**src/rtl/rr_mux_arbiter.sv**
```systemverilog
`default_nettype none
// ============================================================================
// Module   : rr_mux_arbiter (with helper mux2)
// Purpose  : Four-source round-robin arbiter with burst limit, steering a
//            4:1 mux2 tree onto a single ready/valid output channel.
// Revision : 1.0
// ============================================================================

module mux2 #(
  parameter int WIDTH = 8
) (
  input  logic             sel,
  input  logic [WIDTH-1:0] in0,
  input  logic [WIDTH-1:0] in1,
  output logic [WIDTH-1:0] out
);
  assign out = sel ? in1 : in0;
endmodule

module rr_mux_arbiter #(
  parameter int WIDTH     = 8,
  parameter int MAX_BURST = 4
) (
  input  logic             clk,
  input  logic             rst,
  input  logic [3:0]       req_in,
  input  logic [WIDTH-1:0] a_in,
  input  logic [WIDTH-1:0] b_in,
  input  logic [WIDTH-1:0] c_in,
  input  logic [WIDTH-1:0] d_in,
  input  logic             ready_in,
  output logic [3:0]       gnt_out,
  output logic [1:0]       sel_out,
  output logic             valid_out,
  output logic [WIDTH-1:0] data_out,
  output logic             beat_out
);

  typedef enum logic [0:0] {
    IDLE  = 1'b0,
    GRANT = 1'b1
  } state_t;

  localparam logic [7:0] LAST_BEAT = 8'(MAX_BURST - 1);

  state_t     state_q, state_d;
  logic [1:0] ptr_q, ptr_d;
  logic [1:0] sel_q, sel_d;
  logic [3:0] gnt_q, gnt_d;
  logic [7:0] cnt_q, cnt_d;
  logic [1:0] pick;
  logic       found;
  logic [WIDTH-1:0] mux_lo, mux_hi;

  // Search starts one past the last-served index, wrapping back to it last.
  always_comb begin
    pick  = ptr_q;
    found = 1'b0;
    for (int i = 1; i <= 4; i++) begin
      if (!found && req_in[ptr_q + 2'(i)]) begin
        pick  = ptr_q + 2'(i);
        found = 1'b1;
      end
    end
  end

  assign valid_out = (state_q == GRANT) && req_in[sel_q];
  assign beat_out  = valid_out && ready_in;

  always_comb begin
    state_d = state_q;
    ptr_d   = ptr_q;
    sel_d   = sel_q;
    gnt_d   = gnt_q;
    cnt_d   = cnt_q;
    case (state_q)
      IDLE: begin
        if (found) begin
          sel_d   = pick;
          gnt_d   = 4'b0001 << pick;
          cnt_d   = 8'd0;
          state_d = GRANT;
        end
      end
      GRANT: begin
        // A dropped request also advances ptr, so the source forfeits its turn.
        if (!req_in[sel_q] || (beat_out && (cnt_q == LAST_BEAT))) begin
          ptr_d   = sel_q;
          gnt_d   = 4'b0000;
          cnt_d   = 8'd0;
          state_d = IDLE;
        end else if (beat_out) begin
          cnt_d = cnt_q + 8'd1;
        end
      end
      default: state_d = IDLE;
    endcase
  end

  always_ff @(posedge clk or posedge rst) begin
    if (rst) begin
      state_q <= IDLE;
      ptr_q   <= 2'd3;
      sel_q   <= 2'd0;
      gnt_q   <= 4'b0000;
      cnt_q   <= 8'd0;
    end else begin
      state_q <= state_d;
      ptr_q   <= ptr_d;
      sel_q   <= sel_d;
      gnt_q   <= gnt_d;
      cnt_q   <= cnt_d;
    end
  end

  assign gnt_out = gnt_q;
  assign sel_out = sel_q;

  mux2 #(.WIDTH(WIDTH)) u_mux_lo (.sel(sel_q[0]), .in0(a_in),   .in1(b_in),   .out(mux_lo));
  mux2 #(.WIDTH(WIDTH)) u_mux_hi (.sel(sel_q[0]), .in0(c_in),   .in1(d_in),   .out(mux_hi));
  mux2 #(.WIDTH(WIDTH)) u_mux_top(.sel(sel_q[1]), .in0(mux_lo), .in1(mux_hi), .out(data_out));

endmodule

`default_nettype wire

```
**config.mk**
```make
export PLATFORM = sky130hd
export DESIGN_NAME = rr_mux_arbiter
export DESIGN_NICKNAME = d
export VERILOG_FILES = /design/src/rtl/rr_mux_arbiter.sv
export SDC_FILE = /design/constraint.sdc
export NUM_CORES = 1
export LEC_CHECK = 0
export CAP_MARGIN = 20
export CORE_MARGIN = 2
export CORE_UTILIZATION = 25
export CTS_BUF_LIST = sky130_fd_sc_hd__clkbuf_8 sky130_fd_sc_hd__clkbuf_16
export CTS_CLUSTER_SIZE = 25
export DETAILED_ROUTE_END_ITERATION = 6
export GPL_TIMING_DRIVEN = 0
export PLACE_DENSITY = 0.61
export SLEW_MARGIN = 25
export SYNTH_ARGS = -nofsm -noshare
export SYNTH_HDL_FRONTEND = slang
export SYNTH_HIERARCHICAL = 1
export SYNTH_SLANG_ARGS = --single-unit
```
**constraint.sdc**
```tcl
create_clock -name clk -period 5.3 [get_ports clk]
set_clock_uncertainty 0.2 [all_clocks]
set_input_delay 0.795 -clock clk [delete_from_list [all_inputs] [get_ports clk]]
set_output_delay 0.795 -clock clk [all_outputs]
set_load 0.1 [all_outputs]
```
== Word level (Yosys, flattened, before mapping) ==
Index checks and enable logic that the tools add are counted.
Operators by class
  $add $sub $neg: 4
  magnitude comparators: 5
  equal/unequal tests: 4
  shifts and indexed selects: 1
  mux-type cells: 31
  bitwise operators: 1
  reductions and logical operators: 15
Operator list (count)
  8-bit two-way mux: 6
  8-bit one-hot mux with 2 select lines: 1
  2-bit by 3-bit < comparator with 1-bit output (second input constant): 5
  1-bit two-way mux: 11
  1-bit binary-select mux with 2-bit select: 5
  8-bit by 1-bit adder with 8-bit output (second input constant): 1
  8-bit by 2-bit equality test with 1-bit output (second input constant): 1
  2-bit two-way mux: 4
  4-bit two-way mux: 2
  4-bit one-hot mux with 2 select lines: 1
  2-bit AND reduction: 4
  1-bit logical AND: 6
  2-bit adder (second input constant): 2
  1-bit zero test: 4
  1-bit by 2-bit << shifter with 4-bit output (first input constant): 1
  3-bit by 2-bit != test with 1-bit output (second input constant): 1
  2-bit by 1-bit adder with 2-bit output (second input constant): 1
  2-bit by 1-bit != test with 1-bit output (second input constant): 1
  2-bit != test (second input constant): 1
  1-bit one-hot mux with 2 select lines: 1
  1-bit logical OR: 1
  1-bit inverter: 1
Storage, ports and cells
  bits in registers: 17
  bits of input ports: 39
  output and inout bits: 16
  word-level logic and storage cells: 66

== Logic depth before layout (Yosys ltp) ==
Gate-level depths: netlist of run 1.
  word-level depth: 16
  depth in mapped cells: 6
  mapped depth without buffers: 5

== Cells and area by module ==
Netlist of run 1, hierarchy kept.
Modules (own cells, without submodules)
  rr_mux_arbiter: times used 1, cells an instance 97, area each 978.4 um2, seq. area each 427.9 um2
  mux2: times used 3, cells an instance 9, area each 131.4 um2, seq. area each 0.0 um2

== Worst setup path after synthesis of run 1 ==
OpenSTA, ideal clock, no wires.
  path type: reg2out
  start: register sel_q[1] (netlist: sel_out[1])
  end: output port beat_out
  data arrival time: 2.057 ns
  required time: 4.305 ns
  setup slack: 2.248 ns
  stages on the path, launching flop included: 3
  buffers on the path: 0
  path through: dfrtp_1 mux4_2 and3_2
On the way
  longest elaborated chain between the ends: 4
RTL lines
  start, declared: RTL line 48  | logic [1:0] sel_q, sel_d;
  start signal, assigned: RTL line 110  | sel_q <= sel_d;
  1-bit binary-select mux with 2-bit select: RTL line 67  | assign valid_out = (state_q == GRANT) && req_in[sel_q];
  1-bit two-way mux (implied by the code): RTL line 67
  1-bit logical AND: RTL line 67
  1-bit logical AND: RTL line 68  | assign beat_out = valid_out && ready_in;
  end, declared: RTL line 36  | output logic beat_out
Every way passes these cells. The select of a mux whose other input is x is not followed.

== Worst setup path after layout of run 1 ==
  start: input port req_in[3]
  end: output port beat_out
On the way
  longest elaborated chain between the ends: 4
RTL lines
  start, declared: RTL line 26  | input logic [3:0] req_in,
  1-bit binary-select mux with 2-bit select: RTL line 67
  1-bit two-way mux (implied by the code): RTL line 67
  1-bit logical AND: RTL line 67
  1-bit logical AND: RTL line 68
Every way passes these cells. The select of a mux whose other input is x is not followed.

==> reports/qor.yml, run 1 <==
status:
  run_status: "finished clean"
synthesis:
  synth_largest_area_cell: "dfrtp_1"
  synth_area_leaders: "dfrtp_1 (27%), mux2_4 (26%), dfstp_2 (3.8%)"
  yosysSeqAreaShare_pct: 31.2
  syn_area_per_cell_um2: 11.1
  synthFlopType: "dfrtp_1"
  synth_nets: 164
  synth_top_cells_by_count: "mux2_4 (24), dfrtp_1 (15), inv_1 (8)"
  async_flop_share_pct: 100
  synth_cell_types: 41
  netlist_area_mm2: 0.00137
  ys_ff_latch: 17
  syn_inst: 124
  yosysMostFrequentCell: "mux2_4"
  synth.top_cell.area_share_pct: 27.3
  yosysWarnings: 6
  synth_edf_count: 0
die:
  die_w_um: 78.1
  initial_core_util_pct: 26.4
  dieArea_mm2: 0.00610
  die_h_um: 78.1
  rows: 26
  core_area_mm2: 0.00520
  pin_count: 55
worst_setup_path:
  rr_worst_depth: 5
  cpPeakStageDelay_ps: 970
  required_ps: 4300
  worstPathArrival_ps: 3070
  critical_path_class: "input port to output port"
  cp_cell_sequence: "clkdlybuf4s50_1 > mux4_2 > and3_2 > clkdlybuf4s50_1"
  reg2reg_from: "sel_out[1]$_DFFE_PP0P_"
  reg2reg_to: "cnt_q[4]$_DFFE_PP0P_"
  cp_slowest_cell: "clkdlybuf4s50_1"
  crit_path_end_kind: "output port"
  rrSetupSlack_ps: 3050
  critPathLaunchType: "input port"
  cp_max_fo: 6
  crit_family: "buffers and inverters"
  crit_top_cell: "clkdlybuf4s50_1"
  cp_num_buf_inv: 2
drt:
  drtIter0Drc: 68
  wl_per_cell_um: 13.1
  drcViolationCount: 0
  viasPerCell: 4.64
  num_vias: 1170
  drt_wl_total_mm: 3.31
  dr.pass1.iters: 4
  ant_nets: 0
power_and_ir_drop:
  switchingPower_uw: 717
  ir_worst_vdd_mv: 0.401
  p_leak_uw: 0.000858
  p_sw_share_pct: 55.9
  seqPwrFrac_pct: 16.7
  power.density_mw_per_mm2: 626
  p_comb_share_pct: 75.2
  p_int_uw: 566
  pwr-share-clk_pct: 8.1
timing:
  max-slew-margin-rel_pct: 33.9
  min_period_over_period_pct: 76.8
  drv_slew: 0
  rsz0062_at_grt: "false"
  period_minus_slack_ps: 4070
  tightest_slew_ps: 988
  fin_setup_tns_ps: 0
  hold_violations: 0
  setup_violations: 0
  max_freq_mhz: 246
  setup_ws_ps: 1230
place:
  hpwl_mm: 2.58
  placed_cell_area_mm2: 0.00200
  io_buffers: 54
  place_ws_ps: 1240
  gp_congestion: 0.834
clock_tree:
  cts_resized: 0
  postCtsSetupBuffers: 0
  numCtsBuffers: 3
  cts_num_sinks: 17
  root_buffer: "clkbuf_8"
  htreeDepth: 1
  clk_path_buf_depth: 2
  clkTransAtPathRegs_ps: 70
  cts-hold-fix-buffers: 0
  cts_tree: "done"
  clkLatencyLatePin_ps: 260
hold_path:
  hold_path_depth: 2
  hp-start: "cnt_q[1]$_DFFE_PP0P_"
  hold_path_class: "register to register"
  min_to: "cnt_q[1]$_DFFE_PP0P_"
grt:
  grt_max_degree: 18
  antenna_found_initial: 0
  grt_pass1_wl_mm: 5.67
  grtUsageTotal_pct: 11.7
  grt_pass1_vias: 1186
  overflow: 0
finish:
  drive_above_1_share_pct: 29.1
  fillCellCount: 548
  nets: 223
  area_growth_pct: 49.3
  stdcell_area_mm2: 0.00205
  antenna_cells: 0
flow_run:
  drv_cap: 0
[layer usage]
| layer | track usage, % | part of all wire, % | routed length [um] |
|---|---|---|---|
| met5 | 0 | 0 | 0 |
| met3 | 3.22 | 4.8 | 160 |
| met4 | 2.63 | 1.1 | 35 |
| met2 | 20.1 | 50 | 1640 |
| met1 | 14.7 | 44 | 1470 |
[through the flow]
step           power [uW]  hold slack [ps]  util (%)  cells
2_1_floorplan         989              288         -    124
3_3_place_gp         1190              315      38.4    248
3_5_place_dp         1190              328      38.4    248
4_1_cts              1300              344      39.4    252
5_1_grt              1350              367      39.4    252
6_report             1280              342      39.4    252
[power by group through the flow]
| stage | combinational (uW) | sequential (uW) | clock, uW |
|---|---|---|---|
| floorplan | 645 | 343 | 0 |
| detailed placement | 974 | 218 | 0 |
| CTS | 975 | 216 | 109 |
| finish | 965 | 215 | 104 |
| global placement | 968 | 218 | 0 |
| global route | 1010 | 223 | 113 |
[layout by cell type, fill, tap and decap left out, types with 2 or more instances in the layout]
cell and n:
clkdlybuf4s50_1 54, dfrtp_1 15, o21ai_0 4, o31ai_1 4, and4_1 2, buf_6 4
a21oi_2 4, clkbuf_8 3, mux2_2 2, nor2_1 6, or4_4 4, xnor2_1 2
inv_1 8, o22ai_1 4, nor4_1 2, nand2_1 4, nand3_1 3, a21oi_1 4
a221oi_1 2, nand2b_1 3, dfstp_2 2, mux2_4 24
[worst min-delay path, stage by stage, from the launching register on]
cell and delay, ps:
dfrtp_1 360, o21ai_0 80, o21ai_0 60
[registers in the layout, indices dropped and copies added (netlist names)]
| name | count |
|---|---|
| cnt_q | 8 |
| ptr_q | 2 |
| state_q | 1 |
| gnt_out | 4 |
| sel_out | 2 |
[area by class of cell]
| class | instances | area [um^2] | area share [%] |
|---|---|---|---|
| clock buffers | 3 | 41.3 | 2.01 |
| multi-input cells | 93 | 860 | 41.9 |
| flip-flops and latches | 17 | 428 | 20.9 |
| inverters | 8 | 30.0 | 1.47 |
| clock inverters | 1 | 7.51 | 0.366 |
| well taps | 70 | 87.6 | 4.27 |
| repair buffers | 54 | 541 | 26.4 |
| plain buffers | 6 | 55.1 | 2.69 |
[logic make-up (layout without fill, tap and decap cells)]
| logic type | count (synthesis) | count (layout) | share of synthesized area, % |
|---|---|---|---|
| AOI/OAI and AO/OA | 30 | 30 | 15.7 |
| muxes | 27 | 27 | 29.5 |
| adders and majority gates | 1 | 1 | 0.911 |
| xor gates and xnor gates | 2 | 2 | 1.28 |
| DFF | 17 | 17 | 31.2 |
| buffers and inverters | 14 | 72 | 6.20 |
| and+or+nand+nor | 33 | 33 | 15.2 |
[how the worst max path moves through the flow]
stage,startpoint,to,slack (ps),depth (start not counted)
after floorplan,sel_out[1]$_DFFE_PP0P_,beat_out,2250,2
after global placement,req_in[1],beat_out,1250,4
after detailed placement,req_in[3],beat_out,1240,4
after CTS,req_in[3],beat_out,1240,4
after global routing,req_in[3],valid_out,1180,4
final,req_in[3],beat_out,1230,4
Note: power is estimated with default switching activity, not from simulation.
==> inputs of run 2 (changes only) <==
Clock period 5.3 ns to 4.18 ns, I/O delays scaled along.
==> results of run 2 <==
Same layout as run 1 (identical final DEF). Status: finished clean.
Main changes from that run: setup slack after placement 1240 ps -> 455 ps; setup slack after layout 1230 ps -> 447 ps; register-to-register setup slack 3050 ps -> 1930 ps; total power 1280 uW -> 1630 uW; worst IR drop on VDD 0.401 mV -> 0.508 mV
